--- config.mk ---
export PLATFORM = sky130hd
export DESIGN_NAME = load_store_unit
export DESIGN_NICKNAME = d
export VERILOG_FILES = /design/src/rtl/load_store_unit.sv
export SDC_FILE = /design/constraint.sdc
export NUM_CORES = 1
export LEC_CHECK = 0
export ABC_CLOCK_PERIOD_IN_PS = 9100
export CORE_ASPECT_RATIO = 0.9
export CORE_UTILIZATION = 48
export DETAILED_ROUTE_END_ITERATION = 12
export PLACE_DENSITY = 0.87
export SLEW_MARGIN = 20
export SYNTH_ARGS = -nofsm -noshare
export SYNTH_HDL_FRONTEND = slang
export SYNTH_SLANG_ARGS = --single-unit
export TNS_END_PERCENT = 10
--- constraint.sdc ---
create_clock -name clk -period 9.1 [get_ports clk]
set_clock_uncertainty 0.2 [all_clocks]
set_input_delay 1.82 -clock clk [delete_from_list [all_inputs] [get_ports clk]]
set_output_delay 1.82 -clock clk [all_outputs]
set_load 0.1 [all_outputs]
--- src/rtl/load_store_unit.sv ---
// load_store_unit
//   Bridges the pipeline memory stage to a word-addressed, asynchronous-read
//   data memory. Loads are lane-selected and sign/zero-extended; word stores
//   write directly; byte/halfword stores are a two-cycle read-modify-write
//   (one stall cycle) because the memory only writes full words.
// Ports:
//   clk, reset      clock, synchronous active-high reset
//   req, we         access valid / 1=store 0=load
//   funct3          000 b, 001 h, 010 w, 100 bu, 101 hu
//   addr, wdata     byte address, store data
//   rdata           extended load result (0 on a rejected access)
//   stall           hold the memory stage this cycle
//   misaligned      access rejected: not naturally aligned
//   bad_funct3      access rejected: funct3 unsupported for the operation
//   dmem_a/we/wd    word address, write enable, write data to data memory
//   dmem_rd         data memory read data
module load_store_unit (
  input  logic        clk,
  input  logic        reset,
  input  logic        req,
  input  logic        we,
  input  logic [2:0]  funct3,
  input  logic [31:0] addr,
  input  logic [31:0] wdata,
  output logic [31:0] rdata,
  output logic        stall,
  output logic        misaligned,
  output logic        bad_funct3,
  output logic [31:0] dmem_a,
  output logic        dmem_we,
  output logic [31:0] dmem_wd,
  input  logic [31:0] dmem_rd
);

  typedef enum logic {IDLE, WRITE} state_t;

  state_t      state_q, state_d;
  logic [31:0] addr_q, addr_d;
  logic [31:0] merged_q, merged_d;

  logic        legal;
  logic        align_ok;
  logic        active;
  logic        ok;
  logic [31:0] aligned_a;
  logic [31:0] byte_shift;
  logic [7:0]  lane_b;
  logic [15:0] lane_h;
  logic [31:0] merged;
  logic [4:0]  lane_base;

  always_comb begin
    legal      = 1'b0;
    align_ok   = 1'b1;
    active     = 1'b0;
    ok         = 1'b0;
    aligned_a  = {addr[31:2], 2'b00};
    lane_base  = {addr[1:0], 3'b000};
    byte_shift = dmem_rd >> lane_base;
    lane_b     = byte_shift[7:0];
    lane_h     = addr[1] ? dmem_rd[31:16] : dmem_rd[15:0];
    merged     = dmem_rd;
    rdata      = '0;
    stall      = 1'b0;
    misaligned = 1'b0;
    bad_funct3 = 1'b0;
    dmem_a     = aligned_a;
    dmem_we    = 1'b0;
    dmem_wd    = wdata;
    state_d    = state_q;
    addr_d     = addr_q;
    merged_d   = merged_q;

    if (we) legal = funct3 inside {3'b000, 3'b001, 3'b010};
    else    legal = funct3 inside {3'b000, 3'b001, 3'b010, 3'b100, 3'b101};

    case (funct3[1:0])
      2'b01:   align_ok = ~addr[0];
      2'b10:   align_ok = (addr[1:0] == 2'b00);
      default: align_ok = 1'b1;
    endcase

    // Flags only mean something for a live request in IDLE; the WRITE cycle
    // ignores the request inputs and reset masks everything.
    active     = ~reset && (state_q == IDLE) && req;
    bad_funct3 = active && ~legal;
    misaligned = active && legal && ~align_ok;
    ok         = active && legal && align_ok;

    case (funct3)
      3'b000:  rdata = {{24{lane_b[7]}}, lane_b};
      3'b001:  rdata = {{16{lane_h[15]}}, lane_h};
      3'b010:  rdata = dmem_rd;
      3'b100:  rdata = {24'h0, lane_b};
      3'b101:  rdata = {16'h0, lane_h};
      default: rdata = '0;
    endcase
    if (bad_funct3 || misaligned) rdata = '0;

    if (funct3[1:0] == 2'b00) begin
      merged[lane_base +: 8] = wdata[7:0];
    end else if (addr[1]) begin
      merged[31:16] = wdata[15:0];
    end else begin
      merged[15:0] = wdata[15:0];
    end

    case (state_q)
      IDLE: begin
        if (ok && we) begin
          if (funct3 == 3'b010) begin
            dmem_we = 1'b1;
          end else begin
            stall    = 1'b1;
            addr_d   = aligned_a;
            merged_d = merged;
            state_d  = WRITE;
          end
        end
      end
      WRITE: begin
        dmem_a  = addr_q;
        dmem_wd = merged_q;
        dmem_we = ~reset;
        state_d = IDLE;
      end
      default: state_d = IDLE;
    endcase
  end

  always_ff @(posedge clk) begin
    if (reset) begin
      state_q  <= IDLE;
      addr_q   <= '0;
      merged_q <= '0;
    end else begin
      state_q  <= state_d;
      addr_q   <= addr_d;
      merged_q <= merged_d;
    end
  end

endmodule

### Yosys cells after proc, flatten, opt, wreduce, memory -nomap -nowiden

Index checks and enable logic that the tools add are counted.

* flip-flop bits (word level): 63
* logic and storage cells: 51
* output and inout port bits: 100
* input port bits: 103

* add/sub/neg operators: 1
* bitwise operators: 6
* shift-type cells: 3
* equality and inequality tests: 6
* muxes and demuxes: 18
* reductions and logical operators: 14

Operators by type and width (number)
* $pmux 32 s5: 1
* $mux 32: 4
* $mux 16: 3
* $bwmux 32: 1
* $shift 8x7->32 const A: 1
* $shiftx 8x7->32: 1
* $shr 32x5->8: 1
* $logic_and 1x1->1: 7
* $neg 5->7: 1
* $eq 3x3->1 const B: 2
* $mux 1: 6
* $not 1->1: 6
* $pmux 1 s2: 3
* $reduce_bool 5->1: 1
* $logic_not 2->1: 2
* $eq 3x1->1 const B: 1
* $eq 3x2->1 const B: 1
* $logic_not 3->1: 1
* $reduce_and 3->1: 1
* $reduce_bool 3->1: 1
* $eq 2x1->1 const B: 1
* $eq 2x2->1 const B: 1
* $logic_or 1x1->1: 1

### Logic depth before layout (Yosys ltp)

Gate-level depths: netlist of the first run.

* depth in word-level cells: 8
* depth in mapped cells: 10
* gate-level depth less buffers: 6

### Worst setup path after synthesis of the first run

Ideal clock, no wire load.

* kind: input port to output port
* start point: input addr[1]
* end point: output rdata[6]
* buffers on the path: 3
* setup slack: 1353 ps
* data required time: 7080 ps
* arrival time: 5727 ps
* stages on the path: 9
* cell sequence: clkbuf_1 -> inv_1 -> clkbuf_1 -> ha_1 -> nand2_1 -> nand3_1 -> a21oi_1 -> clkbuf_1 -> a211oi_1

* longest elaborated chain between the ends: 6

RTL lines
* start, declared: line 23 `input logic [31:0] addr,`
* parallel branches: the longest is 5 deep, another holds $shr 32x5->8
* $mux 32 (*): line 98 `if (bad_funct3 || misaligned) rdata = '0;`
* end, declared: line 25 `output logic [31:0] rdata,`

Mark *: on every way between the ends.

### Worst setup path in the final report of the first run

* start point: input funct3[0]
* end point: output misaligned

* longest elaborated chain between the ends: 5

RTL lines
* start, declared: line 22 `input logic [2:0] funct3,`
* $eq 3x1->1 (tied with other cells): line 74, 75
* $reduce_bool 5->1 / $reduce_bool 3->1 (equally long branches): line 75, 74
* $mux 1: line 74 `if (we) legal = funct3 inside {3'b000, 3'b001, 3'b010};`
* $logic_and 1x1->1: line 87 `misaligned = active && legal && ~align_ok;`
* $logic_and 1x1->1 (*): line 87
* end, declared: line 27 `output logic misaligned,`

Every way passes the cells marked *; elsewhere a longest branch is shown, timed or not.

==> results_dict.tcl, run 1 <==
set metrics [dict create \
    num_antenna_cells 0 \
    tightest_slew_ns 1.05 \
    violations "design-rule violations" \
    portBuffers 200 \
    path_delay_family "buffers and inverters" \
    synthCells 645 \
    cts_tree "done" \
    synth_top_family_by_area "compound AO/OA/AOI/OAI gates" \
    setup_tns_ns 0 \
    ctsResizeCount 0 \
    clk_pin_slew_worst_paths_ns 0.05 \
    dieArea_um2 11300 \
    synthTopCellsByArea "dfxtp_1 (24%), mux2_2 (15%), mux2i_1 (6.5%)" \
    synthAdderAreaFrac 0.0192 \
    wl_mm 18.3 \
    cts_buffers 9 \
    core_area_um2 10400 \
    ys_ff_latch 63 \
    ctsRootBufferMaster "clkbuf_16" \
    grt.total_usage 0.323 \
    grt_overflow 0 \
    synth_mux_area_frac 0.225 \
    cts_buffer_depth 2 \
    layout_commonest_cell "clkdlybuf4s50_1" \
    die_x_um 112 \
    insertion_delay_ns 0.33 \
    final-max-slew-violation-count 0 \
    synth_top_area_frac 0.242 \
    nFillCells 822 \
    max_freq_ghz 0.139 \
    fin_cells 932 \
    critPathMostFrequentCell "clkdlybuf4s50_1" \
    avgSynthCellArea_um2 8.07 \
    path_class "input pin to output pin" \
    hold_viol 0 \
    fin_crit_ns 7.21 \
    ys_seq_area_frac 0.242 \
    max_stage_delay_ns 1.17 \
    initial_core_util 0.502 \
    hp-class "flip-flop to flip-flop" \
    post-place-ws_ns 1.94 \
    cts_hold_buf 0 \
    boundaryPins 203 \
    critical_path_required_ns 7.08 \
    layout_setup_ws_ns 1.89 \
    layout_common_cells "clkdlybuf4s50_1 (165), mux2_2 (71), dfxtp_1 (62)" \
    final_layout_size_suffix_gt1_frac 0.169 \
    setup_viol 0 \
    synth_cell_types 43 \
    p_per_area_nw_per_um2 144 \
    synth-compound-area-share 0.227 \
    drv_cap 0 \
    maxSlewHeadroom 0.291 \
    dp_hpwl_mm 13.5 \
    vias 5710 \
    async_flop_share 0 \
    grt_max_degree 82 \
    arrival_ns 5.19 \
    p_leak_nw 2.93 \
    critPathMaxFanout 54 \
    end_kind "output pin" \
    synth-xor-area-share 0 \
    die_h_um 101 \
    drtIter0Drc 394 \
    cts_setup_buffers 0 \
    finalCritPeriodShare 0.792 \
    rows 35 \
    synth_ff_type "dfxtp_1" \
    dp_cells 916 \
    ys_warn_count 0 \
    setup.worst_path.start_class "input pin" \
    final_core_util 0.709 \
    syn_area_um2 5210 \
    path_buf_inv 4 \
    grt_pass1_wl_mm 28.3 \
    outcome "finished, violations left" \
    htreeDepth 3 \
    synthToLayoutAreaGrowth_pct 41.3 \
    grt_pass1_vias 5484 \
    synth_edf_count 0 \
    globalplace.congestion 0.959 \
    viasPerCell 6.13 \
    slowest_stage "clkdlybuf4s50_1" \
    ant_nets 0 \
    yosys.area_share.simple 0.209 \
    crit_chain "clkdlybuf4s50_1 -> inv_1 -> ha_2 -> buf_4 -> o2bb2ai_1 -> and2_1 -> nor3_1 -> clkdlybuf4s50_1" \
    first_pass_iters 9 \
    drc 11 \
    cts_sinks 63 \
    rsz0062_at_grt "false" \
    post_drt_wl_per_cell_um 19.6 \
    yosys.area.top_type "dfxtp_1" \
    power_mw 1.06 \
    ir_drop_mv 0.0906 \
    antenna_found_initial 0 \
    layout.nets 909 \
]
stage by stage:
| stage | hold slack (ns) | instance area [um2] |
|---|---|---|
| floorplan | 0.245 | 5210 |
| global placement | 0.257 | 7060 |
| detailed placement | 0.264 | 7060 |
| CTS | 0.276 | 7350 |
| global route | 0.285 | 7360 |
| finish | 0.275 | 7360 |
routing by layer:
metal | global-route usage | up-vias | routed length (um)
met2 | 0.556 | 283 | 8750
met3 | 0.0667 | 35 | 1320
met1 | 0.398 | 2737 | 7770
met4 | 0.125 | 0 | 453
li1 | - | 2655 | -
met5 | 0 | - | 0
final cells by class:
cell class / instances / area, um2 / area share
clock inverters: 6 / 61.3 / 0.00833
inverters: 31 / 116 / 0.0158
flip-flops and latches: 63 / 1260 / 0.172
clock buffers: 10 / 229 / 0.0311
repair buffers: 208 / 1970 / 0.268
well taps: 129 / 161 / 0.0219
multi-input cells: 485 / 3560 / 0.484
registers in the layout, indices dropped and copies added, names as in the netlist:
signal / cells
merged_q: 32
state_q: 1
addr_q: 30
synthesized netlist by cell type (all sizes together) (19+ instances only):
library cell	instances
dfxtp	63
nor2b	21
nand2	46
mux2	72
inv	31
a211oi	23
mux2i	34
nor2	19
o21ai	37
clkbuf	52
nand2b	49
a21oi	51
worst register-to-register path: stages (launching register included):
cell and delay, ns:
dfxtp_2 0.31, buf_4 0.38, nor4b_4 0.86, nand3_2 0.15, buf_4 0.39, mux2_1 0.44
worst paths after layout:
kind | start | to | slack (ns) | depth (start not counted)
worst max-delay path | funct3[0] | misaligned | 1.89 | 8
worst min-delay path | addr_q[28] | addr_q[28] | 0.27 | 2
worst max register to register | state_q | addr_q[13] | 6.27 | 5
worst min register to register | addr_q[28] | addr_q[28] | 0.27 | 2
cells by family (layout without fill, tap and decap cells):
logic type	after synthesis	count (layout)
adders and majority gates	8	8
muxes	107	107
and+or+nand+nor	191	191
DFF	63	63
AOI/OAI and AO/OA	177	177
buffers and inverters	98	255
other	1	2
where the power goes:
group          leakage, nW  total (mW)  switching, mW  internal, mW
Sequential           0.509       0.285        0.00304         0.282
Clock                0.142       0.336          0.125         0.211
Combinational         2.28       0.442          0.310         0.132
Power figures use the tool's default switching activity.
==> inputs of run 2 (changes only) <==
Settings changed: ABC_CLOCK_PERIOD_IN_PS 9100 to 7500, CORE_UTILIZATION 48 to 45, PLACE_DENSITY 0.87 to 0.82.
Clock period 9.1 ns to 7.5 ns, I/O delays scaled along.
==> results_dict.tcl, run 2 (synthesized netlist as in run 1, its figures left out) <==
set metrics [dict create \
    outcome "complete, no violations" \
    nFillCells 898 \
    p_sw_mw 0.541 \
    power_mw 1.36 \
    ctsResizeCount 0 \
    hp-class "flip-flop to flip-flop" \
    largest_register_ffs 32 \
    dp_cells 939 \
    cts_buffer_depth 2 \
    critPathMaxFanout 20 \
    globalplace.congestion 0.934 \
    max_stage_delay_ns 0.74 \
    setup.worst_path.start_class "input pin" \
    multi_input_area_um2 3580 \
    post_drt_wl_per_cell_um 19.0 \
    core_area_um2 11000 \
    cts_buffers 9 \
    switching_share 0.399 \
    setup_tns_ns 0 \
    seq_power_share 0.256 \
    max_freq_ghz 0.155 \
    clk_pin_slew_worst_paths_ns 0.05 \
    crit_chain "clkdlybuf4s50_1 -> inv_1 -> ha_1 -> nor2b_1 -> buf_4 -> nor3_2 -> a311o_1 -> a21oi_1 -> buf_12" \
    grt.total_usage 0.295 \
    synthToLayoutAreaGrowth_pct 46.9 \
    layout.nets 909 \
    rows 36 \
    fin_cells 955 \
    drtIter0Drc 462 \
    antenna_found_initial 0 \
    path_delay_family "buffers and inverters" \
    grt_max_degree 79 \
    grt_pass1_wl_mm 27.9 \
    arrival_ns 4.77 \
    first_pass_iters 5 \
    initial_core_util 0.472 \
    power_frac_comb 0.403 \
    insertion_delay_ns 0.33 \
    dieArea_um2 12000 \
    die_x_um 115 \
    tightest_slew_ns 1.02 \
    p_leak_nw 3.00 \
    p_int_mw 0.815 \
    grt_pass1_vias 5238 \
    fin_crit_ns 6.47 \
    drv_cap 0 \
    vias 5565 \
    final_layout_size_suffix_gt1_frac 0.177 \
    maxSlewHeadroom 0.318 \
    hold_viol 0 \
    drc 0 \
    largest_register "merged_q" \
    p_clk_frac 0.340 \
    cts_sinks 63 \
    ir_drop_mv 0.0986 \
    regArea_um2 1260 \
    slowest_stage "nor3_2" \
    boundaryPins 203 \
    path_buf_inv 4 \
    critical_path_required_ns 5.80 \
    num_antenna_cells 0 \
    rsz0062_at_grt "false" \
    ant_nets 0 \
    htreeDepth 3 \
    end_kind "output pin" \
    cts_setup_buffers 0 \
    largest_registers "merged_q (32), addr_q (30), state_q (1)" \
    layout_common_cells "clkdlybuf4s50_1 (162), mux2_2 (71), dfxtp_1 (62)" \
    path_class "input pin to output pin" \
    portBuffers 200 \
    grt_overflow 0 \
    final-max-slew-violation-count 0 \
    cts_hold_buf 0 \
    cts_tree "done" \
    wl_mm 18.1 \
    ctsRootBufferMaster "clkbuf_16" \
    p_per_area_nw_per_um2 177 \
    dp_hpwl_mm 13.4 \
    setup_viol 0 \
    die_h_um 104 \
    layout_commonest_cell "clkdlybuf4s50_1" \
    finalCritPeriodShare 0.862 \
    viasPerCell 5.83 \
]
[run 2: cell count changes in the layout (fill, tap and decap cells not counted), sizes merged]
cell | previous run | this run
buf | 43 | 46
inv | 31 | 32
clkinvlp | 1 | 2
bufinv | 1 | 2
clkdlybuf4s50 | 165 | 162
clkinv | 4 | 1
[run 2: stage by stage]
step	hold slack [ns]	setup WS (ns)	area, um2	utilization
2_1_floorplan	0.245	0.393	5210	-
3_3_place_gp	0.251	1.23	7300	0.661
3_5_place_dp	0.260	1.12	7300	0.661
4_1_cts	0.269	1.12	7630	0.691
5_1_grt	0.295	0.755	7650	0.693
6_report	0.274	1.03	7650	0.693
[run 2: worst paths after layout]
| path | startpoint | to | slack [ns] | cells past startpoint |
|---|---|---|---|---|
| setup / recovery | funct3[0] | rdata[28] | 1.03 | 9 |
| hold reg to reg | addr_q[30] | addr_q[30] | 0.27 | 2 |
| setup reg to reg | state_q | addr_q[25] | 4.26 | 6 |
| hold / removal | addr_q[30] | addr_q[30] | 0.27 | 2 |
[run 2: final cells by class]
| cell class | instances | share of cell area |
|---|---|---|
| clock inverters | 6 | 0.0121 |
| clock buffers | 10 | 0.0312 |
| repair buffers | 208 | 0.284 |
| well taps | 152 | 0.0249 |
| flip-flops and latches | 63 | 0.165 |
| inverters | 31 | 0.0152 |
| multi-input cells | 485 | 0.467 |
[run 2: power groups by stage]
stage / clock (mW) / sequential, mW / combinational [mW]
3_3_place_gp: 0 / 0.354 / 0.534
3_5_place_dp: 0 / 0.355 / 0.539
6_report: 0.461 / 0.348 / 0.547
2_1_floorplan: 0 / 0.352 / 0.377
5_1_grt: 0.481 / 0.348 / 0.568
4_1_cts: 0.465 / 0.348 / 0.542
[run 2: tightest hold or removal path, stage by stage (launching register included)]
cell and delay [ns]:
dfxtp_1 0.31, o31ai_1 0.06, a21oi_1 0.06
[run 2: layer usage]
metal,track usage,wire (um),vias to the layer above
met2,0.494,8920,267
met3,0.0676,1440,30
li1,-,-,2656
met1,0.372,7390,2612
met4,0.0881,373,0
met5,0,0,-
==> edit 1 (flow settings as in run 1) <==
`addr_q` no longer has a reset.
--- a/src/rtl/load_store_unit.sv
+++ b/src/rtl/load_store_unit.sv
@@ -131,14 +131,16 @@
   always_ff @(posedge clk) begin
     if (reset) begin
       state_q  <= IDLE;
-      addr_q   <= '0;
       merged_q <= '0;
     end else begin
       state_q  <= state_d;
-      addr_q   <= addr_d;
       merged_q <= merged_d;
     end
   end
 
+  always_ff @(posedge clk) begin
+    addr_q <= addr_d;
+  end
+
 endmodule
 
Behaviour: same outputs for any inputs over 4 cycles, from zero or initial values and one cycle with reset high; that may be too few to reach the edited logic, so the function may still have changed.
==> edit 1 against run 1 <==
Synthesized cell count fell by 16%; sequential cell count did not move; sequential share of layout area rose by 5.5 points; clock power fell by 6.5%; final area fell by 6.2%; synthesized area fell by 9.5%; wire length fell by 6.7%; power fell by 3.2%; count of clock-buffer cells in the layout fell by 1; register-to-register slack got worse by 0.05 ns; worst setup slack got worse by 0.20 ns.
==> edit 1: results (changes against run 1) <==
| Metric | Value |
|---|---|
| Total GRT Usage | `32.5% (+0.15 points)` |
| CP arrival | `5.39 ns (+0.20 ns)` |
| Cells after Synth | `540 (-16%)` |
| CTS buffer count | `9 (unchanged)` |
| Critical path peak fanout | `29 (-46%)` |
| # diodes | `0 (unchanged)` |
| 1st-iter DRT viols | `491 (+25%)` |
| Clock network area share | `3.61% (-0.34 points)` |
| Biggest regs | `merged_q x32, addr_q x30, state_q x1` |
| Post-synthesis sequential area ratio | `33.1% (+8.9 points)` |
| Largest net degree at the start of global routing | `73 (-11%)` |
| Count of multi-input combinational gates | `385 (-21%)` |
| Non-CTS inverters | `40 (+29%)` |
| Non-clk buf share | `28.9% (+2.1 points)` |
| H-tree depth | `3 (unchanged)` |
| Worst vdd ir | `0.0810 mV (-11%)` |
| First-pass GRT wire length | `25400 um (-10%)` |
| Cells after DPL | `820 (-10%)` |
| Min-Delay Path Class | `flop to flop` |
| Register Area | `0.00156 sq mm (+24%)` |
| Finished Core Util | `73.9% (+3.0 points)` |
| Initial antenna violation count | `1 (+1)` |
| Pre-CTS setup slack | `1.78 ns (-0.152 ns)` |
| Root buf cell | `clkbuf_8` |
| Top cells by count, synth | `mux2_2 (58), nand2_1 (56), o21ai_0 (46)` |
| Core area | `0.00933 sq mm (-10%)` |
| Vias/cell | `6.03 (-1.6%)` |
| WL/cell | `20.4 um (+4.0%)` |
| Ranking of synthesized cells by area | `edfxtp_1 (19%), dfxtp_1 (14%), mux2_2 (14%)` |
| Layout cells sized above 1 | `17.1% (+0.15 points)` |
| Buffers excl. clock | `210 (+0.96%)` |
| Outcome | `completed` |
| Post-place instance area | `0.00664 sq mm (-5.9%)` |
| Max_slew headroom | `27.6% (-1.5 points)` |
| Ys async rst share | `0% (unchanged)` |
| CTS clock-pin slew for the worst setup and hold paths | `0.07 ns (+0.02 ns)` |
| Post-DP HPWL | `12600 um (-6.4%)` |
| Worst skew pair latency | `0.35 ns (+0.02 ns)` |
| Leak | `2.56 nW (-13%)` |
| Port buffer count | `200 (unchanged)` |
| Vias in the first global route | `4745 (-13%)` |
| Synth cell types | `41 (-4.7%)` |
| GP Congestion | `0.929 (-3.1%)` |
| Multi-input combinational area share | `40.4% (-7.9 points)` |
| # fillers | `703 (-14%)` |
| Routed WL | `17100 um (-6.7%)` |
| Post-synth EDFFs | `30 (+30)` |
| DRT Pass-1 Iters | `5 (-4)` |
| Post-CTS sizing | `0 (unchanged)` |
| Clk buf depth | `2 (unchanged)` |
| Top_reg_cell synth | `dfxtp_1` |
| Postcts setup bufs | `0 (unchanged)` |
## edit 1: worst max-delay path, stage by stage
cell and delay [ns]:
clkdlybuf4s50_1 0.43, inv_1 0.09, ha_1 0.83, o2bb2ai_1 0.28, nor4_4 0.26, buf_4 0.32, and2_1 0.20, clkdlybuf4s50_1 1.14
## edit 1: metal layers
metal  share of wire [%]  up-vias  track usage, %  routed length, um
li1                    -     2335               -                  -
met1                  40     2389            40.9               6780
met2                  49      278            56.3               8350
met3                 9.5       38            6.97               1620
met4                 1.9        0            9.70                320
met5                   0        -               0                  0
## edit 1: path summary, 6_finish.rpt
| kind | start | end | slack, ns | depth (start not counted) |
|---|---|---|---|---|
| setup / recovery | funct3[0] | stall | 1.69 | 8 |
| hold / removal | merged_q[13]$_SDFFE_PP0P_ | merged_q[13]$_SDFFE_PP0P_ | 0.28 | 2 |
| setup reg to reg | state_q$_SDFF_PP0_ | merged_q[1]$_SDFFE_PP0P_ | 6.22 | 6 |
| hold reg to reg | merged_q[13]$_SDFFE_PP0P_ | merged_q[13]$_SDFFE_PP0P_ | 0.28 | 2 |
## edit 1: cell families after synthesis
logic type | Yosys count | synth area share, %
multiplexers | 82 | 19.3
flip-flops | 63 | 33.1
AND/OR/NAND/NOR | 144 | 16.3
adder cells (fa/ha/maj) | 8 | 2.12
AO/OA/AOI/OAI | 149 | 21.0
other | 1 | 0.0795
buffers and inverters | 93 | 8.07
## edit 1: report_power, final
part           switching [W]  internal [W]  total [W]
clock network       0.000129      0.000185   0.000314
logic               0.000290      0.000121   0.000411
registers         0.00000221      0.000301   0.000303
total               0.000422      0.000607    0.00103
==> edit 2 (flow settings as in run 1) <==
Made on the original files. Reset style: asynchronous (`reset`), changed in one clocked block. Comments in the files are not updated.
--- a/src/rtl/load_store_unit.sv
+++ b/src/rtl/load_store_unit.sv
@@ -128,7 +128,7 @@
     endcase
   end
 
-  always_ff @(posedge clk) begin
+  always_ff @(posedge clk or posedge reset) begin
     if (reset) begin
       state_q  <= IDLE;
       addr_q   <= '0;
Function: differs if reset is asserted again (counterexample within 4 cycles, from zero or initial values and one cycle with reset high); with reset held inactive, the same outputs for 4 cycles.
==> edit 2 against run 1 <==
Clock power rose by 12%; worst setup slack got worse by 0.18 ns; power rose by 29%; synthesized area rose by 1.1%; sequential power rose by 49%; sequential cell count did not move; critical endpoint is now rdata[6]; non-clock buffer count fell by 2; final area rose by 3.1%; wire length fell by 8.8%.
==> edit 2: results (changes against run 1) <==
| Metric | Value |
|---|---|
| Buffers excl. clock | `206 (-0.96%)` |
| Ranking of synthesized cells by area | `dfrtp_1 (30%), mux2_4 (17%), mux2_2 (16%)` |
| FF+latch count, synth | `63 (unchanged)` |
| Fin cells | `829 (-11%)` |
| Clock power share | `27.5% (-4.1 points)` |
| Vias in the first global route | `4935 (-10%)` |
| GP Congestion | `0.915 (-4.5%)` |
| Clock buf count | `10 (unchanged)` |
| Synth Area in Compound Gates | `16.7% (-6.0 points)` |
| Post-synthesis sequential area ratio | `29.9% (+5.7 points)` |
| DRT Pass-1 Iters | `5 (-4)` |
| Total GRT Usage | `29.7% (-2.6 points)` |
| Routed WL | `16700 um (-8.8%)` |
| Multi-input combinational area share | `45.3% (-3.0 points)` |
| 1st-iter DRT viols | `416 (+5.6%)` |
| CP arrival | `5.37 ns (+0.18 ns)` |
| Leak | `3.13 nW (+6.8%)` |
| Pre-CTS setup slack | `1.73 ns (-0.208 ns)` |
| Layout cells sized above 1 | `23.9% (+6.9 points)` |
| Top_reg_cell synth | `dfrtp_1` |
| Vias/cell | `5.87 (-4.1%)` |
| Post-synthesis adder-cell area fraction | `1.90% (-0.021 points)` |
| Post-place instance area | `0.00724 sq mm (+2.6%)` |
| Non-clk buf share | `26.9% (+0.16 points)` |
| # fillers | `719 (-13%)` |
| Slowest CP cell | `clkdlybuf4s50_1` |
| Slew @ Worst Pin | `1.16 ns (+0.111 ns)` |
| Finished Core Util | `72.4% (+1.6 points)` |
| Clk buf depth | `2 (unchanged)` |
| # diodes | `0 (unchanged)` |
| Post-DP HPWL | `12000 um (-11%)` |
| Largest net degree at the start of global routing | `65 (-21%)` |
| Outcome | `completed` |
| Count of multi-input combinational gates | `406 (-16%)` |
| Non-CTS inverters | `9 (-71%)` |
| Critical path peak fanout | `19 (-65%)` |
| CTS buffer count | `9 (unchanged)` |
| Biggest regs | `merged_q x32, addr_q x30, state_q x1` |
| Post-synthesis mux area share | `33.1% (+11 points)` |
| Nets@finish | `806 (-11%)` |
| Switching share of power | `36.8% (-4.5 points)` |
| Initial antenna violation count | `0 (unchanged)` |
| Clock network area share | `4.37% (+0.43 points)` |
| Int Pwr | `0.000866 W (+39%)` |
| First-pass GRT wire length | `26500 um (-6.7%)` |
| Xor and xnor area share after synthesis | `0% (unchanged)` |
| Cells after DPL | `813 (-11%)` |
| Ys async rst share | `100% (+100 points)` |
| Cells after Synth | `521 (-19%)` |
| Combinational fraction of design power | `41.4% (-0.2 points)` |
| Synth cell types | `37 (-14%)` |
| Syn Area/Cell | `10.1 sq um (+25%)` |
| Top cells by count, synth | `mux2_2 (73), a21oi_1 (67), dfrtp_1 (63)` |
| Register Area | `0.00158 sq mm (+25%)` |
| Worst vdd ir | `0.0861 mV (-5.0%)` |
| Synth warn | `0 (unchanged)` |
## edit 2: changes by cell type after synthesis, sizes merged, moves of 27 or more
cell,before,now
clkbuf,52,25
dfrtp,0,63
dfxtp,63,0
mux2,72,132
mux2i,34,1
nand2b,49,18
o21ai,37,8
## edit 2: routing by layer
layer  share of wire [%]  global-route usage [%]
met5                   0                       0
met4                 3.5                    12.6
met3                 7.2                    5.80
met2                  45                    46.9
met1                  44                    40.1
## edit 2: worst paths after layout
check                                      endpoint  cells after the start                    start  slack, ns
max in group asynchronous  merged_q[10]$_DFFE_PP0P_                      3                    reset       6.17
max                                        rdata[6]                      8                funct3[0]       1.71
max reg2reg                  addr_q[10]$_DFFE_PP0P_                      5        state_q$_DFF_PP0_       6.14
min in group asynchronous   merged_q[4]$_DFFE_PP0P_                      2                    reset       1.58
min reg2reg                 merged_q[0]$_DFFE_PP0P_                      1  merged_q[0]$_DFFE_PP0P_       0.30
min                         merged_q[0]$_DFFE_PP0P_                      1  merged_q[0]$_DFFE_PP0P_       0.30
